`src/rtl/rv32_pkg.sv`:
```
// Shared RV32I core definitions: data width, register index width and the
// ABI register names the benches use.
package rv32_pkg;

  localparam int XLEN       = 32;
  localparam int REG_ADDR_W = 5;

  typedef logic [REG_ADDR_W-1:0] reg_addr_t;

  localparam reg_addr_t ZERO_REG = 5'd0;
  localparam reg_addr_t RA       = 5'd1;
  localparam reg_addr_t SP       = 5'd2;

endpackage

```
`src/rtl/reg_file.sv`:
```
// RV32I integer register file: two operand read ports, one write-back port,
// a never-bypassed debug read port and a count of committed writes.
module reg_file
  import rv32_pkg::*;
#(
  parameter int XLEN   = rv32_pkg::XLEN,
  parameter int NREGS  = 32,
  parameter int BYPASS = 1,
  parameter int CNT_W  = 32
) (
  input  logic                  clk,
  input  logic                  rst,
  input  logic [REG_ADDR_W-1:0] rs1_addr,
  input  logic [REG_ADDR_W-1:0] rs2_addr,
  input  logic [REG_ADDR_W-1:0] rd_addr,
  input  logic [XLEN-1:0]       write_data,
  input  logic                  reg_write,
  output logic [XLEN-1:0]       read_data_1,
  output logic [XLEN-1:0]       read_data_2,
  input  logic [REG_ADDR_W-1:0] dbg_addr,
  output logic [XLEN-1:0]       dbg_data,
  output logic [CNT_W-1:0]      wr_count
);

  logic [XLEN-1:0]  regs [NREGS];
  logic [CNT_W-1:0] count;
  logic             wr_en;

  // x0 writes never reach storage, so regs[0] stays at its reset value of zero.
  assign wr_en = reg_write && (rd_addr != ZERO_REG);

  always_ff @(posedge clk or negedge rst) begin
    if (!rst) begin
      for (int i = 0; i < NREGS; i++) begin
        regs[i] <= '0;
      end
      count <= '0;
    end else if (wr_en) begin
      regs[rd_addr] <= write_data;
      count         <= count + CNT_W'(1);
    end
  end

  // Bypass is gated by rst so a held reset keeps every read port at zero.
  function automatic logic [XLEN-1:0] read_port(input logic [REG_ADDR_W-1:0] addr,
                                                input logic bypass_en);
    if (addr == ZERO_REG) begin
      return '0;
    end
    if (bypass_en && wr_en && rst && (addr == rd_addr)) begin
      return write_data;
    end
    return regs[addr];
  endfunction

  always_comb begin
    read_data_1 = read_port(rs1_addr, BYPASS != 0);
    read_data_2 = read_port(rs2_addr, BYPASS != 0);
    dbg_data    = read_port(dbg_addr, 1'b0);
  end

  assign wr_count = count;

endmodule

```
`config.mk`:
```
export PLATFORM = sky130hd
export DESIGN_NAME = reg_file
export DESIGN_NICKNAME = d
export VERILOG_FILES = /design/src/rtl/rv32_pkg.sv /design/src/rtl/reg_file.sv
export SDC_FILE = /design/constraint.sdc
export NUM_CORES = 2
export LEC_CHECK = 0
export ABC_AREA = 1
export ABC_CLOCK_PERIOD_IN_PS = 2200
export CAP_MARGIN = 30
export CORE_UTILIZATION = 31
export CTS_BUF_LIST = sky130_fd_sc_hd__clkbuf_8
export CTS_CLUSTER_DIAMETER = 120
export CTS_CLUSTER_SIZE = 40
export DETAILED_ROUTE_END_ITERATION = 6
export HOLD_SLACK_MARGIN = 0.1
export PLACE_DENSITY_LB_ADDON = 0.12
export SETUP_SLACK_MARGIN = 0.05
export SYNTH_ARGS = -nofsm -noshare
export SYNTH_HDL_FRONTEND = slang
export SYNTH_SLANG_ARGS = --single-unit
```
`constraint.sdc`:
```
create_clock -name clk -period 2.2 [get_ports clk]
set_clock_uncertainty 0.2 [all_clocks]
set_input_delay 0.22 -clock clk [delete_from_list [all_inputs] [get_ports clk]]
set_output_delay 0.22 -clock clk [all_outputs]
set_load 0.02 [all_outputs]
```
# Word-level counts from Yosys, hierarchy flattened
# Index checks and enable logic that the tools add are counted.
# classes
add_sub_neg,1
mul,0
n_div,0
order_cmp,5
eq_ne,2
shift,0
mux,29
bitwise_logic,4
n_reduce_logical,9
# ops
operator,n
$bwmux 1024,1
$mux 32,17
$bmux 32 s5,3
$demux 32 s5,1
$add 32x1->32 const B,1
$ge 6x6->1 const B,4
$not 5->6,4
$logic_not 5->1,3
$eq 5x5->1,2
$mux 1,7
$lt 6x1->1 const B,1
$logic_and 1x1->1,5
$reduce_bool 5->1,1
# totals
register_bits,1056
latch_bits,0
mem_bits_rw,0
rom_bits,0
input_bits,55
output_inout_bits,128
elab_cells,83
n_memories,0

# Logic depth before layout (Yosys ltp)
# depth
word_depth,8
mapped_depth,14
depth_no_buf,10

# Worst setup path after synthesis
# OpenSTA, ideal clock, no wires.
# synth_path
kind,input -> output
from,input rd_addr[2]
to,output read_data_2[30]
arrival_ns,1.653
required_ns,1.780
slack_ns,0.127
path_stages,10
n_path_buf,3
path_cell_list,buf_4 > nor3_4 > nand2_1 > nand2_1 > nor2_2 > buf_2 > buf_4 > nand3_1 > nand2_1 > a21oi_1
# synth_between
elab_chain_len,8
word_cells_on_any_way,10
cone_classes,1 x eq/ne; 5 x mux; 4 x reduce/logical
# synth_lines
item,line,source
from (decl),reg_file.sv:15,"input logic [REG_ADDR_W-1:0] rd_addr,"
$reduce_bool 5->1,reg_file.sv:30,assign wr_en = reg_write && (rd_addr != ZERO_REG);
$logic_and 1x1->1,reg_file.sv:30,
$logic_and 1x1->1,reg_file.sv:50,if (bypass_en && wr_en && rst && (addr == rd_addr)) begin
$logic_and 1x1->1 (*),reg_file.sv:50,
$mux 1 (2 in series),reg_file.sv:50,
$mux 32 (*),reg_file.sv:53,return regs[addr];
$mux 32 (*),reg_file.sv:50,
to (decl),reg_file.sv:19,"output logic [XLEN-1:0] read_data_2,"
# Every way passes the cells marked *; elsewhere a longest branch is shown, timed or not. The select of a mux whose other input is x is not followed.

# Worst setup path in the final report
# layout_path
from,register regs[973] (netlist bit)
to,output dbg_data[13]
# layout_between
elab_chain_len,4
# layout_lines
item,line,source
from (decl),reg_file.sv:25,logic [XLEN-1:0] regs [NREGS];
"from (signal, indexed assignment)",reg_file.sv:39,regs[rd_addr] <= write_data;
$bmux 32 s5,reg_file.sv:53,
$mux 32 (implied by the code) (2 in series),reg_file.sv:53,
$mux 32,reg_file.sv:50,
to (decl),reg_file.sv:21,"output logic [XLEN-1:0] dbg_data,"
# Every way passes these cells. The select of a mux whose other input is x is not followed.

==> summary.md <==
| Metric | Value |
|---|---|
| Pleak | `between 40 and 50 nW` |
| Number of synthesized flops with an enable pin | `0` |
| CP arrival | `~2.7 ns` |
| Most used DFF post-synth | `dfrtp_1` |
| Final hold slack | `approximately 0.16 ns` |
| Critical-path cell list | `inv_1 > buf_4 > a21oi_2 > o21ai_1 > nand3_1 > nand2_1 > o21ai_1 > nor2_1 > nor2_2 > buf_6 > buf_12` |
| DP HPWL | `around 260000 um` |
| Cells after DPL | `approximately 14000` |
| CTS Sinks | `between 1000 and 1500` |
| Max Cap Violations | `0` |
| Drt first pass iters | `7` |
| Post-DP Area | `between 80000 and 90000 um2` |
| First-pass GRT wire length | `approximately 550000 um` |
| R2r startpoint | `wr_count[0]` |
| Share of cells above drive strength 1 | `0.244` |
| Core Area | `about 220000 um2` |
| Register area share after synthesis | `0.378` |
| Worst slew margin | `0.414` |
| Post-synthesis net count | `10800` |
| Antenna Nets Post-Route | `0` |
| Critical Path RT | `roughly 1.8 ns` |
| Fmax | `roughly 320 MHz` |
| Antenna violations before repair | `20` |
| Sum Neg Setup Slack | `-67.56 ns` |
| R2R depth | `7` |
| GR Overflow Total | `0` |
| Yosys cell types | `37` |
| Fill count | `23100` |
| Syn Std Cell Area | `around 70000 um2` |
| Worst slew pin tran | `between 0.8 and 0.9 ns` |
| Vias in the first global route | `approximately 77000` |
| Clk slew on worst S/H paths | `0.26 ns` |
| Slowest cell delay on critical path | `0.41 ns` |
| Die Area | `approximately 230000 um2` |
| Ys Warns | `0` |
| Layout area overhead | `33.4%` |
| Nets | `roughly 12000` |
| Failing checks | `design-rule violations, negative setup slack` |
| CTS Root Cell | `clkbuf_8` |
| Remaining DRCs | `4` |
| Vias | `a little over 80000` |
| CTS buffer count | `45` |
| Final WS setup | `-0.898 ns` |
| Largest net degree at the start of global routing | `158` |
| Post-Syn Instances | `10800` |
| I/O Buffers | `~180` |
| Crit path to | `dbg_data[13]` |
| Drt initial violations | `around 11000` |
| Min Tclk post-route | `3.10 ns` |
| Final setup viols | `between 90 and 100` |
| H-tree depth | `2` |
| Fin. max-slew vios | `0` |
| #FFs+latches synth | `approximately 1100` |
| Non-filler cells, final | `~15000` |
| Initial Util | `0.313` |
| Peak supply drop | `between 0.5 and 0.6 mV` |
| Total track usage | `0.327` |
| Final hold vios | `0` |
| Period utilisation layout | `1.41` |
| Critical path's slowest cell | `dfrtp_1` |
| Via-to-Cell Ratio | `approximately 5.6` |
| Synth async-reset ratio | `1.00` |
| CP endpoint kind | `output pin` |
| Syn Area/Cell | `6.48 um2` |
| Crit-path most repeated cell | `o21ai_1` |
| Average wire per standard cell | `26.3 um` |
| RR Endpoint | `wr_count[20]` |
| WS Path Type | `flop to output pin` |
| Reg2Reg Setup Slack | `about 0.22 ns` |
| Final core occ | `0.418` |
| PwrDens | `around 640 nW/um2` |
| Max clock buf depth | `3` |
| Total wire length | `slightly below 400000 um` |
| Die W | `477 um` |
| Core Rows | `173` |
| Critical Path Start Type | `flop` |
| Result of the run | `finished, violations left` |
| CP Max Fanout | `2` |
| GPL Wtd Cong | `0.929` |
| CP startpoint | `regs[973]` |
| Ports | `183` |
| Min-delay src | `write_data[8]` |
| Cell area after layout | `slightly above 90000 um2` |
| Hold Crit Class | `input port to flop` |
| CTS tree | `built` |
| Worst-Skew Late Latency | `roughly 0.96 ns` |
| Unrepaired setup endpoints after global routing | `yes` |
| Die Y | `approximately 480 um` |
-- flip-flops by register name (all words and copies together) (netlist names) --
name      flops
regs       1024
wr_count     32
-- repair_timing --
item	in CTS	in global routing
gates resized for setup	1282	740
pin swaps	437	518
setup buffers	121	78
hold buffers	39	3
cloned	0	2
setup endpoints to repair	128	444
endpoints found under the hold margin	1499	102
-- power by group --
part / internal, mW / switching [mW]
combinational: 9.83 / 13.2
clock: 2.79 / 8.41
sequential: 23.0 / 2.89
total: 35.6 / 24.5
-- how the worst min path moves through the flow --
stage                      end  slack (ns)  depth (start not counted)
floorplan              regs[0]       -0.28                          0
global placement    regs[1012]        0.17                          0
detailed placement   regs[992]        0.17                          0
CTS                  regs[264]        0.12                          4
global route         regs[782]        0.15                          4
finish               regs[264]        0.16                          4
-- synthesized netlist by cell type, types with 27 or more instances --
cell type | n | share of area
buf_4 | 27 | 0.0029
inv_1 | 876 | 0.047
nand3_1 | 1271 | 0.091
buf_1 | 111 | 0.0060
a21oi_1 | 909 | 0.065
buf_2 | 274 | 0.020
dfrtp_1 | 1056 | 0.38
nand2_1 | 2933 | 0.16
o21ai_0 | 1883 | 0.13
o211ai_1 | 171 | 0.018
clkbuf_1 | 568 | 0.031
nor2_1 | 446 | 0.024
o21ai_1 | 92 | 0.0066
-- layout make-up --
cell class,count,area (um2),area share
multi-input cells,7844,39300,0.422
flip-flops and latches,1056,26400,0.284
repair buffers,1793,18900,0.203
well taps,2975,3720,0.0399
inverters,890,3430,0.0368
clock inverters,37,674,0.00724
clock buffers,45,619,0.00665
diodes,11,27.5,0.000295
-- routing by layer --
layer | share of wire | vias to the layer above | track usage
met1 | 0.42 | 39700 | 0.440
met2 | 0.44 | 4362 | 0.518
met4 | 0.055 | 10 | 0.146
met3 | 0.085 | 908 | 0.0471
li1 | - | 37100 | -
met5 | 0.00019 | - | 0
-- cells in the final DEF (no fill, tap or decap), types with 32 or more instances in the layout --
master	Yosys	layout
o211ai_1	171	171
buf_6	11	175
dlygate4sd3_1	0	42
buf_4	27	1135
nand2_4	1	62
inv_2	11	180
inv_1	876	693
buf_12	0	357
nor2_4	4	32
nand2_1	2933	2667
a21oi_2	0	197
clkdlybuf4s50_1	0	36
nand3_1	1271	1070
nor2_1	446	357
dfrtp_1	1056	1039
a21oi_1	909	700
o21ai_0	1883	1603
nor2_2	2	63
nand2_2	8	213
clkbuf_8	0	45
o21ai_1	92	342
nand3_2	1	193
-- per-stage QoR --
| step | power [mW] | setup WS (ns) |
|---|---|---|
| 2_1_floorplan | 36.0 | 0.127 |
| 3_3_place_gp | 45.9 | -1.02 |
| 3_5_place_dp | 46.2 | -1.03 |
| 4_1_cts | 58.7 | -0.951 |
| 5_1_grt | 63.4 | -0.977 |
| 6_report | 60.1 | -0.898 |
-- critical path: cells and delay by family, from the launching register on --
kind                   cells  cell delay, ns
buffers and inverters      4            0.49
and+or+nand+nor            4            0.44
DFF                        1            0.41
AOI/OAI and AO/OA          3            0.32
-- cells by family (layout without fill, tap and decap cells) --
group                      Yosys count  after routing  share of synthesized area
DFF                               1056           1056                      0.378
and+or+nand+nor                   4718           4718                      0.280
xor gates and xnor gates            39             39                    0.00489
buffers and inverters             1881           2765                      0.109
adders and majority gates            1              1                   0.000179
other                                0             11                          0
AOI/OAI and AO/OA                 3086           3086                      0.228
(Power assumes the default switching activity.)
